===== src/rtl/noc_pkg.sv =====
// Shared NoC definitions: default widths and the flit pack/extract helpers
// used by both the network interface and the router.
package noc_pkg;

  localparam int DEF_DATA_W    = 16;
  localparam int DEF_CL_W      = 2;
  localparam int DEF_LO_W      = 2;
  localparam int DEF_FLIT_W    = DEF_DATA_W + DEF_CL_W + DEF_LO_W;
  localparam int DEF_INJ_DEPTH = 4;
  localparam int DEF_EJ_DEPTH  = 4;
  localparam int DEF_CREDITS   = 4;
  localparam int DEF_CNT_W     = 16;

  typedef logic [DEF_FLIT_W-1:0] flit_t;

  // Flit layout, MSB first: {dst_cluster, dst_local, data}
  function automatic flit_t flit_pack(input logic [DEF_CL_W-1:0]   cl,
                                      input logic [DEF_LO_W-1:0]   lo,
                                      input logic [DEF_DATA_W-1:0] data);
    return {cl, lo, data};
  endfunction

  function automatic logic [DEF_CL_W-1:0] flit_cluster(input flit_t f);
    return f[DEF_FLIT_W-1 -: DEF_CL_W];
  endfunction

  function automatic logic [DEF_LO_W-1:0] flit_local(input flit_t f);
    return f[DEF_DATA_W +: DEF_LO_W];
  endfunction

  function automatic logic [DEF_DATA_W-1:0] flit_data(input flit_t f);
    return f[DEF_DATA_W-1:0];
  endfunction

endpackage


===== src/rtl/noc_ni_if.sv =====
// PE-side and router-side handshake bundle of the network interface.
// valid/ready: a transfer happens on a clock edge where both valid and ready are
// high; the source holds valid and its payload stable until that edge, and ready
// never depends combinationally on valid.
interface noc_ni_if #(
    parameter int DATA_W = noc_pkg::DEF_DATA_W,
    parameter int CL_W   = noc_pkg::DEF_CL_W,
    parameter int LO_W   = noc_pkg::DEF_LO_W
);
    localparam int FLIT_W = DATA_W + CL_W + LO_W;

    logic              pe_valid;
    logic              pe_ready;
    logic [CL_W-1:0]   pe_dst_cluster;
    logic [LO_W-1:0]   pe_dst_local;
    logic [DATA_W-1:0] pe_data;
    logic              ej_valid;
    logic              ej_ready;
    logic [DATA_W-1:0] ej_data;
    logic [FLIT_W-1:0] inject;
    logic              inject_valid;
    logic              credit_in;
    logic [FLIT_W-1:0] eject;
    logic              eject_valid;
    logic              credit_out;

    // slave: the network interface itself; master: the PE plus router around it
    modport slave (
        input  pe_valid, pe_dst_cluster, pe_dst_local, pe_data, ej_ready,
               credit_in, eject, eject_valid,
        output pe_ready, ej_valid, ej_data, inject, inject_valid, credit_out
    );

    modport master (
        output pe_valid, pe_dst_cluster, pe_dst_local, pe_data, ej_ready,
               credit_in, eject, eject_valid,
        input  pe_ready, ej_valid, ej_data, inject, inject_valid, credit_out
    );
endinterface


===== src/rtl/noc_fifo.sv =====
// Show-ahead FIFO with an explicit occupancy count so any depth works; a push
// into a full FIFO is accepted when a pop happens in the same cycle.
module noc_fifo #(
    parameter int W     = 8,
    parameter int DEPTH = 4
) (
    input  logic         clk,
    input  logic         rst_n,
    input  logic         push,
    input  logic         pop,
    input  logic [W-1:0] din,
    output logic [W-1:0] dout,
    output logic         full,
    output logic         empty
);
    localparam int PTR_W = (DEPTH > 1) ? $clog2(DEPTH) : 1;
    localparam int OCC_W = $clog2(DEPTH + 1);

    logic [W-1:0]     mem [DEPTH];
    logic [PTR_W-1:0] wr_ptr;
    logic [PTR_W-1:0] rd_ptr;
    logic [OCC_W-1:0] count;
    logic             do_push;
    logic             do_pop;

    function automatic logic [PTR_W-1:0] ptr_inc(input logic [PTR_W-1:0] p);
        return (p == PTR_W'(DEPTH - 1)) ? '0 : p + 1'b1;
    endfunction

    assign empty   = (count == '0);
    assign full    = (count == OCC_W'(DEPTH));
    assign do_pop  = pop && !empty;
    assign do_push = push && (!full || do_pop);
    assign dout    = mem[rd_ptr];

    always_ff @(posedge clk) begin
        if (do_push) mem[wr_ptr] <= din;
    end

    always_ff @(posedge clk or negedge rst_n) begin
        if (!rst_n) begin
            wr_ptr <= '0;
            rd_ptr <= '0;
            count  <= '0;
        end else begin
            if (do_push) wr_ptr <= ptr_inc(wr_ptr);
            if (do_pop)  rd_ptr <= ptr_inc(rd_ptr);
            case ({do_push, do_pop})
                2'b10:   count <= count + 1'b1;
                2'b01:   count <= count - 1'b1;
                default: count <= count;
            endcase
        end
    end
endmodule


===== src/rtl/noc_ni.sv =====
// Network interface between a PE and the router's local port: credit-checked
// injection, buffered ejection with credit return, statistics and sticky errors.
module noc_ni
    import noc_pkg::*;
#(
    parameter int DATA_W    = noc_pkg::DEF_DATA_W,
    parameter int CL_W      = noc_pkg::DEF_CL_W,
    parameter int LO_W      = noc_pkg::DEF_LO_W,
    parameter int INJ_DEPTH = noc_pkg::DEF_INJ_DEPTH,
    parameter int EJ_DEPTH  = noc_pkg::DEF_EJ_DEPTH,
    parameter int CREDITS   = noc_pkg::DEF_CREDITS,
    parameter int CNT_W     = noc_pkg::DEF_CNT_W,
    localparam int FLIT_W   = DATA_W + CL_W + LO_W,
    localparam int CRED_W   = $clog2(CREDITS + 1)
) (
    input  logic              clk,
    input  logic              rst,
    noc_ni_if.slave           bus,
    input  logic              stat_clr,
    output logic [CNT_W-1:0]  tx_count,
    output logic [CNT_W-1:0]  rx_count,
    output logic              err_credit_ovf,
    output logic              err_ej_ovf,
    output logic [CRED_W-1:0] dbg_cred
);
    logic [FLIT_W-1:0] inj_head;
    logic [FLIT_W-1:0] ej_head;
    logic              inj_full, inj_empty;
    logic              ej_full, ej_empty;
    logic              pe_push, send;
    logic              ej_pop, ej_accept;
    logic [CRED_W-1:0] cred;

    assign bus.pe_ready = !inj_full;
    assign pe_push      = bus.pe_valid && !inj_full;
    assign send         = !inj_empty && (cred != '0);

    noc_fifo #(.W(FLIT_W), .DEPTH(INJ_DEPTH)) u_inj_fifo (
        .clk   (clk),
        .rst_n (rst),
        .push  (pe_push),
        .pop   (send),
        .din   (flit_pack(bus.pe_dst_cluster, bus.pe_dst_local, bus.pe_data)),
        .dout  (inj_head),
        .full  (inj_full),
        .empty (inj_empty)
    );

    assign bus.ej_valid = !ej_empty;
    assign bus.ej_data  = flit_data(ej_head);
    assign ej_pop       = !ej_empty && bus.ej_ready;
    // A full ejection FIFO still takes the flit when the PE drains one the same cycle
    assign ej_accept    = bus.eject_valid && (!ej_full || ej_pop);

    noc_fifo #(.W(FLIT_W), .DEPTH(EJ_DEPTH)) u_ej_fifo (
        .clk   (clk),
        .rst_n (rst),
        .push  (bus.eject_valid),
        .pop   (ej_pop),
        .din   (bus.eject),
        .dout  (ej_head),
        .full  (ej_full),
        .empty (ej_empty)
    );

    assign dbg_cred = cred;

    always_ff @(posedge clk or negedge rst) begin
        if (!rst) begin
            cred           <= CRED_W'(CREDITS);
            err_credit_ovf <= 1'b0;
        end else begin
            case ({send, bus.credit_in})
                2'b10: cred <= cred - 1'b1;
                2'b01: begin
                    if (cred == CRED_W'(CREDITS)) err_credit_ovf <= 1'b1;
                    else                          cred <= cred + 1'b1;
                end
                default: cred <= cred;
            endcase
        end
    end

    always_ff @(posedge clk or negedge rst) begin
        if (!rst) begin
            bus.inject       <= '0;
            bus.inject_valid <= 1'b0;
            bus.credit_out   <= 1'b0;
            err_ej_ovf       <= 1'b0;
        end else begin
            if (send) bus.inject <= inj_head;
            bus.inject_valid <= send;
            bus.credit_out   <= ej_pop;
            if (bus.eject_valid && !ej_accept) err_ej_ovf <= 1'b1;
        end
    end

    // Clear has priority: an event in the clearing cycle is not counted
    always_ff @(posedge clk or negedge rst) begin
        if (!rst) begin
            tx_count <= '0;
            rx_count <= '0;
        end else if (stat_clr) begin
            tx_count <= '0;
            rx_count <= '0;
        end else begin
            tx_count <= tx_count + CNT_W'(send);
            rx_count <= rx_count + CNT_W'(ej_accept);
        end
    end
endmodule


===== src/flat_wrapper.sv =====
// flat-port wrapper written by rule: the top's interface ports become plain ports
module noc_ni_flat import noc_pkg::*;
#(
    parameter int DATA_W    = noc_pkg::DEF_DATA_W,
    parameter int CL_W      = noc_pkg::DEF_CL_W,
    parameter int LO_W      = noc_pkg::DEF_LO_W,
    parameter int INJ_DEPTH = noc_pkg::DEF_INJ_DEPTH,
    parameter int EJ_DEPTH  = noc_pkg::DEF_EJ_DEPTH,
    parameter int CREDITS   = noc_pkg::DEF_CREDITS,
    parameter int CNT_W     = noc_pkg::DEF_CNT_W,
    localparam int FLIT_W   = DATA_W + CL_W + LO_W,
    localparam int CRED_W   = $clog2(CREDITS + 1)
)
  (clk, rst, stat_clr, tx_count, rx_count, err_credit_ovf, err_ej_ovf, dbg_cred, bus_pe_valid, bus_pe_dst_cluster, bus_pe_dst_local, bus_pe_data, bus_ej_ready, bus_credit_in, bus_eject, bus_eject_valid, bus_pe_ready, bus_ej_valid, bus_ej_data, bus_inject, bus_inject_valid, bus_credit_out);
  noc_ni_if #(.DATA_W(DATA_W), .CL_W(CL_W), .LO_W(LO_W)) bus_i ();
  input  logic clk;
  input  logic rst;
  input  logic stat_clr;
  output logic [CNT_W-1:0] tx_count;
  output logic [CNT_W-1:0] rx_count;
  output logic err_credit_ovf;
  output logic err_ej_ovf;
  output logic [CRED_W-1:0] dbg_cred;
  input wire logic [$bits(bus_i.pe_valid)-1:0] bus_pe_valid;
  input wire logic [$bits(bus_i.pe_dst_cluster)-1:0] bus_pe_dst_cluster;
  input wire logic [$bits(bus_i.pe_dst_local)-1:0] bus_pe_dst_local;
  input wire logic [$bits(bus_i.pe_data)-1:0] bus_pe_data;
  input wire logic [$bits(bus_i.ej_ready)-1:0] bus_ej_ready;
  input wire logic [$bits(bus_i.credit_in)-1:0] bus_credit_in;
  input wire logic [$bits(bus_i.eject)-1:0] bus_eject;
  input wire logic [$bits(bus_i.eject_valid)-1:0] bus_eject_valid;
  output wire logic [$bits(bus_i.pe_ready)-1:0] bus_pe_ready;
  output wire logic [$bits(bus_i.ej_valid)-1:0] bus_ej_valid;
  output wire logic [$bits(bus_i.ej_data)-1:0] bus_ej_data;
  output wire logic [$bits(bus_i.inject)-1:0] bus_inject;
  output wire logic [$bits(bus_i.inject_valid)-1:0] bus_inject_valid;
  output wire logic [$bits(bus_i.credit_out)-1:0] bus_credit_out;
  assign bus_i.pe_valid = bus_pe_valid;
  assign bus_i.pe_dst_cluster = bus_pe_dst_cluster;
  assign bus_i.pe_dst_local = bus_pe_dst_local;
  assign bus_i.pe_data = bus_pe_data;
  assign bus_i.ej_ready = bus_ej_ready;
  assign bus_i.credit_in = bus_credit_in;
  assign bus_i.eject = bus_eject;
  assign bus_i.eject_valid = bus_eject_valid;
  assign bus_pe_ready = bus_i.pe_ready;
  assign bus_ej_valid = bus_i.ej_valid;
  assign bus_ej_data = bus_i.ej_data;
  assign bus_inject = bus_i.inject;
  assign bus_inject_valid = bus_i.inject_valid;
  assign bus_credit_out = bus_i.credit_out;
  noc_ni #(.DATA_W(DATA_W), .CL_W(CL_W), .LO_W(LO_W), .INJ_DEPTH(INJ_DEPTH), .EJ_DEPTH(EJ_DEPTH), .CREDITS(CREDITS), .CNT_W(CNT_W)) u_core (.clk(clk), .rst(rst), .bus(bus_i), .stat_clr(stat_clr), .tx_count(tx_count), .rx_count(rx_count), .err_credit_ovf(err_credit_ovf), .err_ej_ovf(err_ej_ovf), .dbg_cred(dbg_cred));
endmodule

===== config.mk =====
export PLATFORM = sky130hd
export DESIGN_NAME = noc_ni_flat
export DESIGN_NICKNAME = d
export VERILOG_FILES = /design/src/rtl/noc_pkg.sv /design/src/rtl/noc_ni_if.sv /design/src/rtl/noc_fifo.sv /design/src/rtl/noc_ni.sv /design/src/flat_wrapper.sv
export SDC_FILE = /design/constraint.sdc
export NUM_CORES = 1
export LEC_CHECK = 0
export CAP_MARGIN = 20
export CORE_ASPECT_RATIO = 1.75
export CORE_MARGIN = 5
export CORE_UTILIZATION = 37
export CTS_BUF_LIST = sky130_fd_sc_hd__clkbuf_8
export CTS_CLUSTER_DIAMETER = 100
export DETAILED_ROUTE_END_ITERATION = 8
export RECOVER_POWER = 25
export SETUP_SLACK_MARGIN = 0.5
export SKIP_LAST_GASP = 1
export SYNTH_ARGS = -nofsm -noshare
export SYNTH_HDL_FRONTEND = slang
export SYNTH_HIERARCHICAL = 1
export SYNTH_SLANG_ARGS = --single-unit

===== constraint.sdc =====
create_clock -name clk -period 2.55 [get_ports clk]
set_input_delay 0.3825 -clock clk [delete_from_list [all_inputs] [get_ports clk]]
set_output_delay 0.3825 -clock clk [all_outputs]
set_load 0.005 [all_outputs]

# After elaboration in Yosys (flattened, before gate mapping)
# Memory sizes are Yosys's and may differ from the RTL's. A register that Yosys moved wholly into a read port is not among the register bits.
# Cells that the tools add are included.
# word_totals
reg_bits,53
ramBits,160
inputBits,47
elab_cells,81
mem_count,2
# classes
add_sub_neg,12
n_eq_ne,14
mux,14
n_reduce_logical,26
# mem_list
name,depth,word_bits,read_ports,rd_clocked_by_memory_dff,write_ports,line_no,text
u_core.u_ej_fifo.mem,4,20,1,0,1,noc_fifo.sv:19,logic [W-1:0] mem [DEPTH];
u_core.u_inj_fifo.mem,4,20,1,1,1,noc_fifo.sv:19,
# ops
op,n
16-bit by 1-bit adder with 16-bit output,2
16-bit 2-to-1 mux,2
3-bit case mux with 2 select lines,3
2-bit == test (second input constant),7
3-bit by 1-bit adder with 3-bit output (second input constant),3
3-bit == test (second input constant),3
1-bit logical AND,9
3-bit by 1-bit subtractor with 3-bit output (second input constant),3
2-bit by 1-bit adder with 2-bit output (second input constant),4
2-bit 2-to-1 mux,4
2-bit by 1-bit == test with 1-bit output (second input constant),3
1-bit zero test,6
3-bit zero test,2
2-bit nonzero test,3
1-bit 2-to-1 mux,4
2-bit AND reduction,2
1-bit logical OR,3
3-bit 2-to-1 mux,1
3-bit nonzero test,1
2-bit inequality test (second input constant),1

# Longest topological paths before layout
# depth
depth_word,8
mapped_depth,11

# Modules after synthesis
# Netlist, hierarchy kept.
# modules_own_cells
module,instances,cells_per_inst,area_each_um2,seq_area_each_um2
noc_fifo at u_core.u_inj_fifo,1,154,3424.5,2577.5
noc_fifo at u_core.u_ej_fifo,1,152,3395.8,2577.5
noc_ni,1,253,2790.2,1477.7

# Worst setup path after synthesis
# OpenSTA, ideal clock, no wires.
# synth_timing
path_type,register to register
start,"register u_core.cred[2], in the netlist u_core/dbg_cred[2]"
end,register u_core.u_inj_fifo.count[1]
arrival_ps,2687
required_time_ps,2463
slack_ps,-224
stages_incl_launch_ff,11
synth_period_minus_slack_ps,2774
cell_sequence,dfstp_2 > nor3_4 > nor2_1 > buf_2 > buf_2 > o31a_1 > or2b_1 > fa_1 > o21ba_2 > o211ai_1 > a22oi_1
# synth_via
elab_chain_cells,7
elab_cells_between_ends,9
classes_between,eq/ne: 2; mux: 1; reduce/logical: 6
# synth_lines
item,line_no,text
start: declaration,noc_ni.sv:32,logic [CRED_W-1:0] cred;
start signal: assignment,noc_ni.sv:70,cred <= CRED_W'(CREDITS);
start signal: assignment,noc_ni.sv:74,2'b10: cred <= cred - 1'b1;
start signal: assignment,noc_ni.sv:77,else cred <= cred + 1'b1;
3-bit nonzero test *,noc_ni.sv:36,assign send = !inj_empty && (cred != '0);
1-bit logical AND *,noc_ni.sv:36,
via u_core.send,noc_ni.sv:30,"logic pe_push, send;"
1-bit logical AND *,noc_fifo.sv:32,assign do_pop = pop && !empty;
1-bit logical OR,noc_fifo.sv:33,assign do_push = push && (!full || do_pop);
1-bit logical AND,noc_fifo.sv:33,
2-bit by 1-bit == test with 1-bit output or 2-bit == test (tied branches),noc_fifo.sv:48,"case ({do_push, do_pop})"
3-bit case mux with 2 select lines or 2-bit nonzero test (tied branches),-,
end signal: assignment,noc_fifo.sv:49,2'b10: count <= count + 1'b1;
end signal: assignment,noc_fifo.sv:50,2'b01: count <= count - 1'b1;
end signal: assignment,noc_fifo.sv:51,default: count <= count;
end: declaration,noc_fifo.sv:22,logic [OCC_W-1:0] count;
# Mark *: on every way through the listed nets, which the timed path passes. The rest lies on a longest branch.
# A chain may end at the register's enable or synchronous reset.

# Worst setup path in the final report
# layout_timing
start,"register u_core.cred[2], in the netlist u_core/dbg_cred[2]"
end,register u_core.u_inj_fifo.count[1]
# layout_via
elab_chain_cells,7
elab_cells_between_ends,9
classes_between,eq/ne: 2; mux: 1; reduce/logical: 6
# layout_lines
item,line_no
3-bit nonzero test *,noc_ni.sv:36
1-bit logical AND *,noc_ni.sv:36
1-bit logical AND *,noc_fifo.sv:32
1-bit logical OR,noc_fifo.sv:33
1-bit logical AND,noc_fifo.sv:33
2-bit by 1-bit == test with 1-bit output or 2-bit == test (tied branches),noc_fifo.sv:48
3-bit case mux with 2 select lines or 2-bit nonzero test (tied branches),-
# Every way passes the cells marked *; elsewhere a longest branch is shown, timed or not.

==> results.json <==
{
  "drtPass1Iterations": 4,
  "drive_gt1_share_pct": 33.7,
  "vias": 5415,
  "coreArea_mm2": 0.0240,
  "via_per_inst": 5.04,
  "cts_buffers": 34,
  "fin_cells": 1075,
  "max_freq_mhz": 436,
  "drc": 0,
  "pwr-share-seq_pct": 39.9,
  "min_period_ns": 2.29,
  "cts_tree": "yes",
  "netlist_area_mm2": 0.00904,
  "max_cap_violations": 0,
  "grt_pass1_vias": 6030,
  "initial_core_util_pct": 37.6,
  "final_util_pct": 49.3,
  "hold_viol": 0,
  "required_ns": 2.94,
  "clockRootBuffer": "clkbuf_8",
  "grt_max_degree": 45,
  "clk-insertion-delay-late_ns": 0.53,
  "port_buffers": 119,
  "yosys_warnings": 6,
  "fillers": 2152,
  "gr-usage-met1_pct": 15.2,
  "die-width_um": 128,
  "fp-row-count": 75,
  "io_pins": 124,
  "outcome": "finished clean",
  "synthCells": 539,
  "critical_path_class": "register to register",
  "clkSinkCount": 217,
  "nNetsFinal": 803,
  "critPathCaptureType": "register",
  "setup_violations": 0,
  "die_y_um": 217,
  "grt_use_total_pct": 15.1,
  "wl_per_cell_um": 19.2,
  "cp_max_fo": 3,
  "antenna_found_initial": 2,
  "hold_slack_ns": 0.414,
  "grt_overflow": 0,
  "use_met3_pct": 4.29,
  "slew_headroom_pct": 58.7,
  "dp_slack_ns": 0.0567,
  "synth_fp_nets": 601,
  "power_switching_w": 0.00399,
  "finalCritPeriodShare_pct": 89.9,
  "syn_avg_cell_area_um2": 16.8,
  "multi_input_area_mm2": 0.00289,
  "arrival_ns": 2.68,
  "drt_iter0_drc": 247,
  "fin_worst_skew_ns": 0.0277,
  "setup.worst_path.start_class": "register",
  "tightest_slew_ns": 0.619,
  "hold_class": "input pin to asynchronous set/reset pin",
  "switching_share_pct": 31.1,
  "comb_power_share_pct": 39.4,
  "use_met2_pct": 28.9,
  "grt_first_pass_wirelength_mm": 32.8,
  "gp_congestion": 0.766,
  "p_leak_nw": 4.42,
  "wl_mm": 20.6,
  "busiest_layer": "met2",
  "regArea_mm2": 0.00616,
  "p_int_w": 0.00885,
  "power.density_mw_per_mm2": 1080,
  "syn_to_final_growth_pct": 31.0,
  "hpwl_mm": 12.8,
  "dieArea_mm2": 0.0278,
  "timing.final.ws_setup_ns": 0.258,
  "clk_path_buf_depth": 3,
  "vdd_ir_drop_max_mv": 0.675,
  "clkTransAtPathRegs_ns": 0.06,
  "pwr-share-clk_pct": 20.6,
  "dpl.cell_count": 959,
  "rsz0062_at_grt": "true",
  "drv_slew": 0,
  "ant_nets": 0,
  "fin_total_pwr_w": 0.0128,
  "cts_htree_levels": 2
}
## flip-flops by register name, summed over array words and instances (netlist names)
register                  count
u_core/err_ej_ovf             1
u_core/u_inj_fifo/wr_ptr      2
u_core/dbg_cred               3
u_core/err_credit_ovf         1
u_core/bus.inject_valid       1
u_core/u_ej_fifo/mem         64
u_core/bus.credit_out         1
u_core/u_inj_fifo/rd_ptr      2
u_core/bus.inject            20
u_core/u_ej_fifo/wr_ptr       2
u_core/u_ej_fifo/count        3
u_core/tx_count              16
u_core/u_inj_fifo/count       3
u_core/u_ej_fifo/rd_ptr       2
u_core/u_inj_fifo/mem        80
u_core/rx_count              16
## placed cells by master, fill, tap and decap left out, types with 9 or more instances in the layout
master and instances:
inv_1 23, clkdlybuf4s50_1 65, nand3_1 17, nor2_1 34, xnor2_1 9, buf_2 12, ha_1 10, dfrtp_2 9
buf_4 54, and2_4 12, mux4_2 36, xor2_1 15, buf_6 10, dfrtp_1 63, dlygate4sd3_1 35, edfxtp_1 144
clkbuf_8 35, o21ai_0 10, mux2_2 29
## stage by stage
| stage | instance area (um2) | setup TNS, ns |
|---|---|---|
| 2_1_floorplan | 9120 | -0.0336 |
| 3_3_place_gp | 10700 | 0 |
| 3_5_place_dp | 10700 | 0 |
| 4_1_cts | 11600 | 0 |
| 5_1_grt | 11800 | 0 |
| 6_report | 11800 | 0 |
## path summary, 6_finish.rpt
check	from	to	slack, ns	cells past startpoint
min in group clk	u_core/err_credit_ovf	u_core/err_credit_ovf	0.48	1
worst min-delay path	rst	u_core/tx_count[7]	0.41	2
worst min register to register	u_core/err_credit_ovf	u_core/err_credit_ovf	0.48	1
worst max-delay path	u_core/dbg_cred[2]	u_core/u_inj_fifo/count[1]	0.26	8
worst max register to register	u_core/dbg_cred[2]	u_core/u_inj_fifo/count[1]	0.26	8
max in group asynchronous	rst	u_core/tx_count[5]	1.49	3
## worst max-delay path, stage by stage, from the launching register on
cell	delay, ns
dfstp_2	0.57
nor3_4	0.06
nor2_2	0.14
o31a_1	0.17
or2b_1	0.25
fa_2	0.55
o21ba_4	0.15
o211ai_1	0.12
a22oi_1	0.14
## area by class of cell
cell class | count | area share (%)
diodes | 1 | 0.0211
clock buffers | 35 | 4.07
clock inverters | 26 | 1.04
inverters | 17 | 0.560
multi-input cells | 286 | 24.4
flip-flops and latches | 217 | 52.1
well taps | 308 | 3.25
repair buffers | 185 | 14.6
## power by group through the flow
| stage | sequential [W] | combinational (W) | clock [W] |
|---|---|---|---|
| global placement | 0.00521 | 0.00420 | 0 |
| finish | 0.00513 | 0.00507 | 0.00265 |
| detailed placement | 0.00526 | 0.00433 | 0 |
| global route | 0.00522 | 0.00548 | 0.00293 |
| CTS | 0.00514 | 0.00485 | 0.00276 |
| floorplan | 0.00510 | 0.00273 | 0 |
## metal layers
layer	routed length (um)	share of wire [%]	vias to the layer above
met2	11700	57	139
met3	1180	5.7	41
met5	20	0.097	-
met4	558	2.7	2
met1	7130	35	2762
li1	-	-	2471
## what timing repair did
| action | 4_1_cts | 5_1_grt |
|---|---|---|
| setup endpoints to repair | 183 | 177 |
| hold buffers | 1 | 0 |
| hold endpoints to repair | 42 | 0 |
| gates resized for setup | 92 | 27 |
| pin swaps | 18 | 16 |
| gates cloned | 5 | 0 |
| setup buffers | 31 | 17 |
Note: power is estimated with default switching activity, not from simulation.
